===== src/rtl/usr_pkg.sv =====
// usr_pkg: mode encodings, FSM states and mode classification for the universal shift register
package usr_pkg;
  localparam logic [2:0] MODE_HOLD = 3'b000;
  localparam logic [2:0] MODE_SHR  = 3'b001;
  localparam logic [2:0] MODE_SHL  = 3'b010;
  localparam logic [2:0] MODE_LOAD = 3'b011;
  localparam logic [2:0] MODE_ROR  = 3'b100;
  localparam logic [2:0] MODE_ROL  = 3'b101;
  localparam logic [2:0] MODE_ASR  = 3'b110;
  localparam logic [2:0] MODE_RSVD = 3'b111;
  typedef enum logic {ST_IDLE, ST_RUN} state_t;
  function automatic logic is_shift(input logic [2:0] m);
    return m inside {MODE_SHR, MODE_SHL, MODE_ROR, MODE_ROL, MODE_ASR};
  endfunction
endpackage


===== src/rtl/universal_shift_reg_n_if.sv =====
// universal_shift_reg_n_if: control, data and status bundle of the universal shift register
interface universal_shift_reg_n_if #(parameter int WIDTH = 8, parameter int CNT_W = 4);
  logic             en;
  logic [2:0]       mode;
  logic [WIDTH-1:0] par_in;
  logic             sr_in;
  logic             sl_in;
  logic             start;
  logic [CNT_W-1:0] amt;
  logic [WIDTH-1:0] q;
  logic             sr_out;
  logic             sl_out;
  logic             busy;
  logic             done;
  modport master (output en, mode, par_in, sr_in, sl_in, start, amt,
                  input q, sr_out, sl_out, busy, done);
  modport slave (input en, mode, par_in, sr_in, sl_in, start, amt,
                 output q, sr_out, sl_out, busy, done);
endinterface


===== src/rtl/usr_step.sv =====
// usr_step: one shift/rotate/load step of the register, shared by single-step and run paths
module usr_step
  import usr_pkg::*;
#(
  parameter int WIDTH = 8
) (
  input  logic [WIDTH-1:0] q,
  input  logic [2:0]       mode,
  input  logic             sr_in,
  input  logic             sl_in,
  input  logic [WIDTH-1:0] par_in,
  output logic [WIDTH-1:0] nxt
);
  // next register value for the selected mode; reserved code holds
  always_comb begin
    nxt = q;
    case (mode)
      MODE_SHR:  nxt = {sr_in, q[WIDTH-1:1]};
      MODE_SHL:  nxt = {q[WIDTH-2:0], sl_in};
      MODE_LOAD: nxt = par_in;
      MODE_ROR:  nxt = {q[0], q[WIDTH-1:1]};
      MODE_ROL:  nxt = {q[WIDTH-2:0], q[WIDTH-1]};
      MODE_ASR:  nxt = {q[WIDTH-1], q[WIDTH-1:1]};
      default:   nxt = q;
    endcase
  end
endmodule


===== src/rtl/universal_shift_reg_n.sv =====
// universal_shift_reg_n: parametrised universal shift register with a multi-step shift engine
module universal_shift_reg_n
  import usr_pkg::*;
#(
  parameter int WIDTH = 8,
  parameter int CNT_W = 4
) (
  input  logic                   clk,
  input  logic                   reset,
  universal_shift_reg_n_if.slave bus
);
  state_t           state_q, state_d;
  logic [CNT_W-1:0] cnt_q, cnt_d;
  logic [2:0]       run_mode_q, run_mode_d;
  logic [WIDTH-1:0] data_q, data_d, step_q;
  logic             busy_q, busy_d;
  logic             done_q, done_d;
  logic [2:0]       step_mode;
  assign step_mode = (state_q == ST_RUN) ? run_mode_q : bus.mode;
  usr_step #(.WIDTH(WIDTH)) u_step (
    .q      (data_q),
    .mode   (step_mode),
    .sr_in  (bus.sr_in),
    .sl_in  (bus.sl_in),
    .par_in (bus.par_in),
    .nxt    (step_q)
  );
  // FSM: idle accepts start (priority) or a single step; run steps the latched mode until the count expires
  always_comb begin
    state_d    = state_q;
    cnt_d      = cnt_q;
    run_mode_d = run_mode_q;
    data_d     = data_q;
    done_d     = 1'b0;
    if (state_q == ST_RUN) begin
      data_d = step_q;
      cnt_d  = cnt_q - CNT_W'(1);
      if (cnt_q == CNT_W'(1)) begin
        state_d = ST_IDLE;
        done_d  = 1'b1;
      end
    end else if (bus.start && is_shift(bus.mode)) begin
      run_mode_d = bus.mode;
      cnt_d      = bus.amt;
      state_d    = (bus.amt != '0) ? ST_RUN : ST_IDLE;
      done_d     = (bus.amt == '0);
    end else if (bus.en) begin
      data_d = step_q;
    end
    busy_d = (state_d == ST_RUN);
  end
  // state, counter, data and status registers; reset aborts any run without a done pulse
  always_ff @(posedge clk or negedge reset) begin
    if (!reset) begin
      state_q    <= ST_IDLE;
      cnt_q      <= '0;
      run_mode_q <= MODE_HOLD;
      data_q     <= '0;
      busy_q     <= 1'b0;
      done_q     <= 1'b0;
    end else begin
      state_q    <= state_d;
      cnt_q      <= cnt_d;
      run_mode_q <= run_mode_d;
      data_q     <= data_d;
      busy_q     <= busy_d;
      done_q     <= done_d;
    end
  end
  assign bus.q      = data_q;
  assign bus.sr_out = data_q[0];
  assign bus.sl_out = data_q[WIDTH-1];
  assign bus.busy   = busy_q;
  assign bus.done   = done_q;
endmodule


===== src/flat_wrapper.sv =====
// flat-port wrapper written by rule: the top's interface ports become plain ports
module universal_shift_reg_n_flat import usr_pkg::*;
#(
  parameter int WIDTH = 8,
  parameter int CNT_W = 4
)
  (clk, reset, bus_en, bus_mode, bus_par_in, bus_sr_in, bus_sl_in, bus_start, bus_amt, bus_q, bus_sr_out, bus_sl_out, bus_busy, bus_done);
  universal_shift_reg_n_if #(.WIDTH(WIDTH), .CNT_W(CNT_W)) bus_i ();
  input  logic clk;
  input  logic reset;
  input wire logic [$bits(bus_i.en)-1:0] bus_en;
  input wire logic [$bits(bus_i.mode)-1:0] bus_mode;
  input wire logic [$bits(bus_i.par_in)-1:0] bus_par_in;
  input wire logic [$bits(bus_i.sr_in)-1:0] bus_sr_in;
  input wire logic [$bits(bus_i.sl_in)-1:0] bus_sl_in;
  input wire logic [$bits(bus_i.start)-1:0] bus_start;
  input wire logic [$bits(bus_i.amt)-1:0] bus_amt;
  output wire logic [$bits(bus_i.q)-1:0] bus_q;
  output wire logic [$bits(bus_i.sr_out)-1:0] bus_sr_out;
  output wire logic [$bits(bus_i.sl_out)-1:0] bus_sl_out;
  output wire logic [$bits(bus_i.busy)-1:0] bus_busy;
  output wire logic [$bits(bus_i.done)-1:0] bus_done;
  assign bus_i.en = bus_en;
  assign bus_i.mode = bus_mode;
  assign bus_i.par_in = bus_par_in;
  assign bus_i.sr_in = bus_sr_in;
  assign bus_i.sl_in = bus_sl_in;
  assign bus_i.start = bus_start;
  assign bus_i.amt = bus_amt;
  assign bus_q = bus_i.q;
  assign bus_sr_out = bus_i.sr_out;
  assign bus_sl_out = bus_i.sl_out;
  assign bus_busy = bus_i.busy;
  assign bus_done = bus_i.done;
  universal_shift_reg_n #(.WIDTH(WIDTH), .CNT_W(CNT_W)) u_core (.clk(clk), .reset(reset), .bus(bus_i));
endmodule

===== config.mk =====
export PLATFORM = sky130hd
export DESIGN_NAME = universal_shift_reg_n_flat
export DESIGN_NICKNAME = d
export VERILOG_FILES = /design/src/rtl/usr_pkg.sv /design/src/rtl/universal_shift_reg_n_if.sv /design/src/rtl/usr_step.sv /design/src/rtl/universal_shift_reg_n.sv /design/src/flat_wrapper.sv
export SDC_FILE = /design/constraint.sdc
export NUM_CORES = 1
export LEC_CHECK = 0
export CAP_MARGIN = 20
export CORE_MARGIN = 1.5
export CORE_UTILIZATION = 47
export DETAILED_ROUTE_END_ITERATION = 7
export HOLD_SLACK_MARGIN = 0.12
export PLACE_DENSITY_LB_ADDON = 0.3
export SLEW_MARGIN = 25
export SYNTH_ARGS = -nofsm -noshare
export SYNTH_HDL_FRONTEND = slang
export SYNTH_SLANG_ARGS = --single-unit

===== constraint.sdc =====
create_clock -name clk -period 2.76 [get_ports clk]
set_input_delay 0.552 -clock clk [delete_from_list [all_inputs] [get_ports clk]]
set_output_delay 0.552 -clock clk [all_outputs]
set_load 0.02 [all_outputs]

### After elaboration in Yosys (flattened, before gate mapping)

Index checks and enable logic that the tools add are counted.

| storage, ports and cells | value |
|---|---|
| register bits after elaboration | 17 |
| latch bits | 0 |
| memory bits (writable) | 0 |
| memory bits (read-only) | 0 |
| input port bits | 21 |
| output and inout port bits | 12 |
| memories | 0 |

| cells by class | value |
|---|---|
| add/sub/neg operators | 1 |
| multiply operators | 0 |
| div/mod/pow operators | 0 |
| magnitude comparators | 0 |
| equal/unequal tests | 13 |
| shifts and indexed selects | 0 |
| mux-type cells | 14 |
| bitwise operators | 1 |
| reduce and logical (&&, ||, !) cells | 8 |

Operator list:

| cell | count |
|---|---|
| 8-bit one-hot mux with 6 select lines | 1 |
| 8-bit two-way mux | 3 |
| 3-bit equality test, second input constant | 6 |
| 3-bit by 2-bit equality test with 1-bit output, second input constant | 3 |
| 4-bit two-way mux | 2 |
| 1-bit two-way mux | 7 |
| 3-bit by 1-bit equality test with 1-bit output, second input constant | 2 |
| 5-bit nonzero test | 1 |
| 4-bit by 1-bit equality test with 1-bit output, second input constant | 1 |
| 4-bit logical NOT | 1 |
| 2-bit AND reduction | 2 |
| 2-bit nonzero test | 2 |
| 4-bit nonzero test | 1 |
| 4-bit by 1-bit subtractor with 4-bit output, second input constant | 1 |
| 3-bit two-way mux | 1 |
| 2-bit by 1-bit != test with 1-bit output, second input constant | 1 |
| 1-bit logical AND | 1 |
| 1-bit NOT | 1 |

### Depth between registers and ports, before layout

Gate-level depths: netlist of the first run.

| depth | value |
|---|---|
| depth in word-level cells | 6 |
| depth in mapped cells | 9 |
| mapped depth without buffers | 7 |

### Modules after synthesis

Synthesis of the first run repeated with hierarchy kept, for this count alone.

| second synthesis, totals | value |
|---|---|
| cell total of the unflattened synthesis | 153 |
| area total of the unflattened synthesis | 1441.4 sq um |

By module, submodules not included:

| module | instances | cells each | area an instance (sq um) |
|---|---|---|---|
| universal_shift_reg_n | 1 | 71 | 850.8 |
| usr_step | 1 | 82 | 590.6 |

### Least setup slack after synthesis of the first run

No wires, ideal clock.

| timing | value |
|---|---|
| path type | register to register |
| start | register u_core.state_q |
| end | register u_core.data_q[1], in the netlist u_core.bus.q[1] |
| arrival time | 2.504 ns |
| data required time | 2.681 ns |
| slack | 0.176 ns |
| stages on the path, launching flop included | 10 |
| path through | dfrtp_1 > buf_2 > clkbuf_1 > mux2i_1 > inv_1 > ha_1 > or2_2 > mux2i_1 > a222oi_1 > mux2i_1 |

| on the way | value |
|---|---|
| longest elaborated chain between the ends | 6 |
| elaborated cells between the ends (all ways) | 14 |
| those cells by class | 7 x eq/ne; 5 x mux; 2 x reduce/logical |

Ends and longest elaborated chain:

| item | line | RTL |
|---|---|---|
| start: declaration | universal_shift_reg_n.sv:12 | `state_t state_q, state_d;` |
| start signal: assignment | universal_shift_reg_n.sv:62 | `state_q <= state_d;` |
| 3-bit two-way mux | universal_shift_reg_n.sv:19 | `assign step_mode = (state_q == ST_RUN) ? run_mode_q : bus.mode;` |
| 3-bit equality test, or another cell as far along | usr_step.sv:17 | `case (mode)` |
| 8-bit one-hot mux with 6 select lines | usr_step.sv:17 |  |
| 8-bit two-way mux | universal_shift_reg_n.sv:47 | `end else if (bus.en) begin` |
| 8-bit two-way mux | universal_shift_reg_n.sv:42 | `end else if (bus.start && is_shift(bus.mode)) begin` |
| 8-bit two-way mux | universal_shift_reg_n.sv:35 | `if (state_q == ST_RUN) begin` |
| end signal: assignment | universal_shift_reg_n.sv:65 | `data_q <= data_d;` |
| end: declaration | universal_shift_reg_n.sv:15 | `logic [WIDTH-1:0] data_q, data_d, step_q;` |

Several ways; a longest one is shown, not always the timed one. The select of a mux whose other input is x is not followed.
A chain may end at the register's enable or synchronous reset.

### Worst setup path in the final report of the first run

| timing | value |
|---|---|
| start | input port bus_mode[1] |
| end | register u_core.data_q[3], in the netlist u_core.bus.q[3] |

| on the way | value |
|---|---|
| longest elaborated chain between the ends | 6 |
| elaborated cells between the ends (all ways) | 20 |
| those cells by class | 12 x eq/ne; 5 x mux; 3 x reduce/logical |

Ends and longest elaborated chain:

| item | line | RTL |
|---|---|---|
| start: declaration | flat_wrapper.sv:12 | `input wire logic [$bits(bus_i.mode)-1:0] bus_mode;` |
| 3-bit two-way mux | universal_shift_reg_n.sv:19 |  |
| 3-bit equality test, or another cell as far along | usr_step.sv:17 |  |
| 8-bit one-hot mux with 6 select lines | usr_step.sv:17 |  |
| 8-bit two-way mux | universal_shift_reg_n.sv:47 |  |
| 8-bit two-way mux | universal_shift_reg_n.sv:42 |  |
| 8-bit two-way mux | universal_shift_reg_n.sv:35 |  |

Several ways; a longest one is shown, not always the timed one. The select of a mux whose other input is x is not followed.

==> results of run 1 <==
==> state kept, by name, summed over array words and instances, names as in the netlist <==
name               count
u_core.bus.q           8
u_core.cnt_q           4
u_core.run_mode_q      3
u_core.bus.done        1
u_core.state_q         1
==> report_power, final <==
group          total, mW  internal, mW  switching [mW]
sequential         0.508         0.384           0.124
combinational       1.46         0.725           0.733
clock              0.145        0.0541          0.0906
==> cell usage after synthesis (2+ instances only) <==
master,n
dfrtp_1,17
inv_1,14
mux2i_1,14
nand2_1,7
a222oi_1,6
ha_1,6
nor2_1,6
a21oi_1,4
mux2_2,4
nand3_1,3
nor3_1,3
o31ai_1,3
a221oi_1,2
buf_4,2
mux2_4,2
o21ai_0,2
or2_2,2
xor2_1,2
==> kinds of logic after synthesis <==
| logic type | synth area share (%) |
|---|---|
| AND/OR/NAND/NOR | 10.3 |
| AO/OA/AOI/OAI | 18.0 |
| multiplexers | 20.0 |
| buffers and inverters | 6.65 |
| flip-flops | 37.1 |
| adder cells (fa/ha/maj) | 6.54 |
| XOR/XNOR | 1.53 |
==> metrics by stage <==
step	hold WS (ns)	power [mW]	std cells	utilization [%]	TNS (ns)
2_1_floorplan	0.256	1.52	111	-	0
3_3_place_gp	0.491	1.90	172	67.3	0
3_5_place_dp	0.512	1.97	172	67.3	-0.418
4_1_cts	0.535	2.12	176	68.5	0
5_1_grt	0.557	2.28	176	68.5	0
6_report	0.529	2.11	176	68.5	0
==> routing by layer <==
layer	up-vias	track usage, %	share of wire [%]
met5	-	0	0
li1	484	-	-
met3	6	6.29	5.3
met2	34	38.8	51
met1	483	26.6	42
met4	0	8.55	1.8
==> layout by cell type (no fill, tap or decap), drive strengths merged <==
cell type      Yosys  routed
nor3               3       3
o2bb2ai            1       1
xor2               2       2
o311ai             1       1
o21ai              2       2
clkdlybuf4s50      0      32
o21a               1       1
o41ai              1       1
inv               14      14
a221oi             2       2
nand2              7       7
a31oi              1       1
or2                2       2
clkbuf             1       3
o31ai              3       3
dfrtp             17      17
mux2               6       6
a41o               1       1
clkinv             0       1
a222oi             6       6
a21oi              4       4
ha                 6       6
or3                1       1
nor2               6       6
buf                3       5
mux2i             15      15
or4                1       1
nand3              3       3
nor3b              1       1
==> how the worst max path moves through the flow <==
stage | start | end | slack, ns | depth (start not counted)
after floorplan | u_core.state_q | u_core.bus.q[1] | 0.18 | 9
after global placement | bus_mode[1] | u_core.bus.q[3] | 0.004 | 8
after detailed placement | bus_mode[1] | u_core.bus.q[3] | -0.08 | 8
after CTS | bus_mode[1] | u_core.bus.q[3] | 0.24 | 8
after global routing | bus_mode[0] | u_core.bus.q[3] | 0.005 | 8
final | bus_mode[1] | u_core.bus.q[3] | 0.23 | 8
==> final cells by class <==
cell class	instances	area, µm²
timing repair buffer	37	358
clock inverter	1	5.00
multi-input combinational	76	646
fill	196	711
clock buffer	3	22.5
inverter	14	52.6
sequential	17	425
tap	28	35.0
==> critical path: cells and delay by family <==
family	cells	cell delay [ns]
and+or+nand+nor	1	0.36
adders and majority gates	1	0.28
muxes	3	0.78
AOI/OAI and AO/OA	1	0.22
buffers and inverters	2	0.56
==> results.cfg, run 1 <==
[floorplan]
die-area_um2 = 2750
die_x_um = 52.4
coreArea_um2 = 2250
ios = 33
initial_core_util_pct = 50.9
die_h_um = 52.4
num_rows = 17

[detailed_routing]
drtIter0Drc = 23
ant_nets = 0
viasPerCell = 5.72
num_vias = 1007
wire_per_inst_um = 15.1
dr.pass1.iters = 4
drc = 0
routed_wl_um = 2660

[final_layout]
fin_nets = 176
area_growth_pct = 34.6
num_antenna_cells = 0
final_layout_size_suffix_gt1_share_pct = 14.2
final_area_um2 = 1540

[power]
ir_drop_uv = 830
power-per-cell-area_nw_per_um2 = 1370
p_leak_nw = 0.720

[timing]
fin_worst_skew_ns = 0.0138
fmax_mhz = 396
final-hold-violation-count = 0
setup_slack_ns = 0.232
tightest_slew_ns = 0.748
fin_crit_ns = 2.53
period_share_pct = 91.6
drv_slew = 0
grt_setup_unrepaired = false
relSlewSlack_pct = 50.0
setup_violations = 0

[min_path]
min-delay-start = u_core.run_mode_q[1]
holdPathEnd = u_core.run_mode_q[1]
whs_path_depth = 1
hold_path.class = reg2reg

[cts]
cts.path.max_buffers = 2
cts_setup_buffers = 0
clk_latency_ns = 0.31
root_buffer = clkbuf_4
cts_resized = 0
path_clk_slew_ns = 0.12
tritoncts = done
numCtsBuffers = 3
htreeDepth = 1
cts_hold_buffers = 0
cts.sinks = 17

[critical_path]
crit_chain = clkdlybuf4s50_1 -> mux2i_1 -> inv_1 -> ha_1 -> or2_2 -> mux2i_1 -> a222oi_1 -> mux2i_1
endpoint_kind = flop
slowest_stage = clkdlybuf4s50_1
r2r-start = u_core.state_q
crit_top_cell = mux2i_1
worstSetupPathType = in2reg
r2r_end = u_core.bus.q[3]
critical_path_required_ns = 2.99
reg2reg_depth = 7
rrSetupSlack_ns = 0.46
worstPathArrival_ns = 2.76
cpPeakStageDelay_ns = 0.46
cp_max_fo = 7
start_kind = input port

[synth]
post-synth-top-area-cell = dfrtp_1
synth_top_area_share_pct = 37.1
synth_area_um2 = 1150
synth_cell_types = 30
synth_area_leaders = dfrtp_1, mux2i_1, ha_1
syn-num-nets = 138
yosysSeqAreaShare_pct = 37.1
async_flop_share_pct = 100
syn_inst = 111
avgSynthCellArea_um2 = 10.3
synth_edf_count = 0
synth_flop_cell = dfrtp_1
yosysWarnings = 0
synth-seq-cells = 17

[placed_design]
port_buffers = 32
dpl_cell_area_um2 = 1520
place_congestion = 0.808
pre_cts_ws_ns = -0.0765
dpl.hpwl_um = 2080

[global_route]
antenna_found_initial = 0
grt_pass1_wl_um = 4450
track_usage_pct = 22.6
grt_pass1_vias = 1017
grt_overflow = 0
grt_max_degree = 18

[outcome]
status = finished clean

[run]
drv_cap = 0
Note: power is estimated with default switching activity, not from simulation.
==> run 2, diff against run 1 <==
ABC_AREA = 1   (was default)
CORE_UTILIZATION = 50   (was 47)
==> results.cfg, run 2 <==
[outcome]
status = finished clean

[power]
ir_drop_uv = 1220
power-per-cell-area_nw_per_um2 = 1370
p_leak_nw = 0.861

[critical_path]
crit_chain = clkdlybuf4s50_1 -> o21ai_0 -> inv_1 -> ha_1 -> nand3_2 -> nand2_4 -> o21ai_4 -> inv_4 -> nand2_1 -> nand2_1
endpoint_kind = flop
rrSetupSlack_ns = 0.74
cp_max_fo = 8
reg2reg_depth = 9
critical_path_required_ns = 2.95
worstPathArrival_ns = 2.49
r2r_end = u_core.bus.q[3]
slowest_stage = clkdlybuf4s50_1
worstSetupPathType = in2reg
r2r-start = u_core.state_q
start_kind = input port
cpPeakStageDelay_ns = 0.44
crit_top_cell = nand2_1

[synth]
post-synth-top-area-cell = dfrtp_1
synth_cell_types = 30
avgSynthCellArea_um2 = 7.16
syn-num-nets = 226
synth_flop_cell = dfrtp_1
yosysWarnings = 0
async_flop_share_pct = 100
syn_inst = 199
synth_edf_count = 0
yosysSeqAreaShare_pct = 29.9
synth_area_um2 = 1420
synth_area_leaders = dfrtp_1, nand2_1, nand3_1
synth_top_area_share_pct = 29.9
synth_most_common_cell = nand2_1
synth-seq-cells = 17
synth_common_cells = nand2_1, nand3_1, dfrtp_1, inv_1, nor2_1

[cts]
clk_latency_ns = 0.29
cts_hold_buffers = 0
cts_setup_buffers = 0
cts.path.max_buffers = 2
root_buffer = clkbuf_4
cts.sinks = 17
cts_resized = 0
htreeDepth = 1
numCtsBuffers = 3
path_clk_slew_ns = 0.10
tritoncts = done

[run]
drv_cap = 0

[global_route]
grt_pass1_vias = 1317
grt_overflow = 0
grt_max_degree = 27
grt_pass1_wl_um = 5770
antenna_found_initial = 0
track_usage_pct = 22.4

[final_layout]
final_layout_size_suffix_gt1_share_pct = 8.37
num_antenna_cells = 0
mostFrequentLayoutCells = nand2_1, nand3_1, clkdlybuf4s50_1
area_growth_pct = 22.2
fin_nets = 255
mostFrequentLayoutCell = nand2_1
final_area_um2 = 1740
fin_cells = 258
largest_reg_flops = 8

[placed_design]
dpl_cell_area_um2 = 1710
dpl.hpwl_um = 2440
port_buffers = 32
place_congestion = 0.838
placed_cells = 254
pre_cts_ws_ns = 0.138

[timing]
tns_ns = 0
fin_crit_ns = 2.30
fin_worst_skew_ns = 0.00238
grt_setup_unrepaired = false
setup_violations = 0
drv_slew = 0
fmax_mhz = 434
relSlewSlack_pct = 46.0
tightest_slew_ns = 0.807
final-hold-violation-count = 0
setup_slack_ns = 0.456
period_share_pct = 83.5

[detailed_routing]
wire_per_inst_um = 12.5
num_vias = 1388
drtIter0Drc = 73
routed_wl_um = 3220
viasPerCell = 5.38
ant_nets = 0
dr.pass1.iters = 5
drc = 0

[floorplan]
coreArea_um2 = 2730
die_h_um = 56.4
die_x_um = 56.4
die-area_um2 = 3180
num_rows = 19
initial_core_util_pct = 52.1
ios = 33

[min_path]
holdPathEnd = u_core.cnt_q[3]
min-delay-start = u_core.cnt_q[3]
hold_path.class = reg2reg
whs_path_depth = 1
==> run 2: cell types whose count changed in the layout (fill, tap and decap cells not counted), sizes merged, moves of 6 or more <==
cell,before,now
mux2i,15,0
a222oi,6,0
nor2,6,14
nand2,7,68
o21ai,2,9
nand4,0,7
nand3,3,43
mux2,6,0
==> run 2: logic make-up (layout without fill, tap and decap cells) <==
logic type,count (synthesis),count (layout),synth area share (%)
simple gates,134,134,46.3
flops,17,17,29.9
compound gates,18,18,9.05
buf+inv,24,52,9.49
fa+ha+maj,6,6,5.27
==> run 2: per-layer routing <==
metal | track usage, % | part of all wire [%]
met2 | 36.8 | 49
met4 | 6.46 | 0
met3 | 2.76 | 5.2
met1 | 31.1 | 46
met5 | 0 | 0
==> run 2: area by class of cell <==
cell class / count / area, µm²
fillers: 245 / 993
clock buffers: 4 / 26.3
repair buffers: 33 / 328
well taps: 31 / 38.8
multi-input cells: 158 / 863
inverters: 15 / 58.8
flip-flops and latches: 17 / 425
==> run 2: power by group <==
| part | switching, mW | internal, mW |
|---|---|---|
| Clock | 0.0803 | 0.0561 |
| Sequential | 0.142 | 0.378 |
| Combinational | 1.08 | 0.646 |
==> run 2: worst max-delay path by stage <==
stage / slack, ns / endpoint / startpoint / cells past startpoint
final: 0.46 / u_core.bus.q[3] / bus_mode[0] / 10
after detailed placement: 0.14 / u_core.bus.q[3] / bus_mode[0] / 10
after CTS: 0.45 / u_core.bus.q[3] / bus_mode[0] / 10
after global placement: 0.20 / u_core.bus.q[4] / bus_mode[0] / 10
after floorplan: 0.70 / u_core.bus.q[1] / u_core.state_q / 11
after global routing: 0.27 / u_core.bus.q[1] / bus_mode[0] / 10
==> run 2: worst max-delay path: cells and delay by family <==
family | cells | cell delay, ns
buffers and inverters | 3 | 0.65
AOI/OAI and AO/OA | 2 | 0.61
adders and majority gates | 1 | 0.33
and+or+nand+nor | 4 | 0.35
==> run 2: per-stage QoR <==
stage / power [mW] / hold WS [ns] / util [%]
finish: 2.38 / 0.528 / 63.7
floorplan: 1.90 / 0.256 / -
global placement: 2.23 / 0.504 / 62.7
detailed placement: 2.25 / 0.507 / 62.7
CTS: 2.39 / 0.527 / 63.7
global route: 2.62 / 0.555 / 63.7
==> run 3, diff against run 2 <==
clock period = 2.16 ns   (was 2.76 ns; I/O delays follow)
==> results.cfg, run 3 (synthesis results as in run 2) <==
[detailed_routing]
wire_per_inst_um = 11.7
routed_wl_um = 3190
ant_nets = 0
num_vias = 1436
drc = 0
dr.pass1.iters = 4
drtIter0Drc = 56
viasPerCell = 5.26

[floorplan]
die_h_um = 56.4
num_rows = 19
initial_core_util_pct = 52.1
die-area_um2 = 3180
die_x_um = 56.4
ios = 33
coreArea_um2 = 2730

[placed_design]
port_buffers = 32
pre_cts_ws_ns = -0.00565
placed_cells = 269
dpl.hpwl_um = 2540
dpl_cell_area_um2 = 1830
place_congestion = 0.901

[power]
p_switching_mw = 1.69
pwr-share-clk_pct = 5.2
ir_drop_uv = 1390
p_comb_share_pct = 73.9
p_seq_share_pct = 20.9
p_int_mw = 1.57
p_leak_nw = 0.938
power-per-cell-area_nw_per_um2 = 1760
switching_share_pct = 51.8
power_mw = 3.26

[timing]
setup_violations = 0
fin_crit_ns = 2.00
relSlewSlack_pct = 72.6
grt_setup_unrepaired = false
fin_worst_skew_ns = 0.00207
drv_slew = 0
tns_ns = 0
fmax_mhz = 499
period_share_pct = 92.8
setup_slack_ns = 0.155
final-hold-violation-count = 0
tightest_slew_ns = 0.410

[critical_path]
crit_path_start = u_core.state_q
endpoint_kind = output pin
worstSetupPathType = reg2out
start_kind = flop
critical_path_required_ns = 1.73
worstPathArrival_ns = 1.57
cp_max_fo = 7
r2r-start = u_core.state_q

[cts]
tritoncts = done
root_buffer = clkbuf_4
path_clk_slew_ns = 0.10
cts.sinks = 17
htreeDepth = 1
clk_latency_ns = 0.29
cts.path.max_buffers = 2
cts_setup_buffers = 0
numCtsBuffers = 3

[outcome]
status = finished clean

[global_route]
grt_overflow = 0
grt_pass1_vias = 1302
grt_max_degree = 21
grt_pass1_wl_um = 5470
track_usage_pct = 21.2
antenna_found_initial = 0

[final_layout]
final_layout_size_suffix_gt1_share_pct = 14.9
area_growth_pct = 30.3
mostFrequentLayoutCell = nand2_1
fin_nets = 270
fin_cells = 273
final_area_um2 = 1860
largest_reg_flops = 8
num_antenna_cells = 0
mostFrequentLayoutCells = nand2_1, nand3_1, clkdlybuf4s50_1

[run]
drv_cap = 0

[min_path]
hold_path.class = in2async
## run 3: cell count changes in the layout (fill, tap and decap cells not counted)
cell,change
clkinv_2,+1
clkbuf_1,-1
buf_4,+15
dfrtp_1,-1
dfrtp_2,+1
## run 3: worst max-delay path, stage by stage, from the launching register on
cell and delay (ns):
dfrtp_2 0.49, buf_4 0.19, clkdlybuf4s50_1 0.61
## run 3: power by group through the flow
stage	Clock [mW]	Sequential [mW]	Combinational, mW
after detailed placement	0	0.683	2.42
final	0.168	0.681	2.41
after CTS	0.174	0.677	2.43
after floorplan	0	0.716	1.71
after global placement	0	0.682	2.38
after global routing	0.187	0.703	2.68
## run 3: cell type report
type                    count  area (µm²)
clock buffers               3        22.5
clock inverters             1        5.00
fillers                   222         878
inverters                  15        58.8
multi-input cells         158         863
flip-flops and latches     17         427
well taps                  31        38.8
repair buffers             48         440
## run 3: repair_timing
| item | 4_1_cts | 5_1_grt |
|---|---|---|
| setup endpoints to repair | 0 | 1 |
| hold buffers | 0 | 0 |
| resized for setup | 0 | 1 |
## run 3: metrics by stage
stage,util [%],hold WS [ns]
final,67.9,0.458
after detailed placement,66.8,0.516
after floorplan,-,0.136
after global routing,67.9,0.479
after global placement,66.8,0.507
after CTS,67.8,0.458
## run 3: path summary, 6_finish.rpt
kind	slack [ns]	cells after the start	endpoint
max in group asynchronous	1.50	2	u_core.state_q
min in group clk	0.53	1	u_core.cnt_q[3]
max reg2reg	0.35	11	u_core.bus.q[1]
min reg2reg	0.53	1	u_core.cnt_q[3]
max	0.16	2	bus_busy
min	0.46	2	u_core.cnt_q[2]
## run 3: metal layers
layer	global-route usage, %	wire [µm]
met4	5.44	27
met2	37.8	1570
met3	2.53	146
met5	0	0
met1	27.1	1450
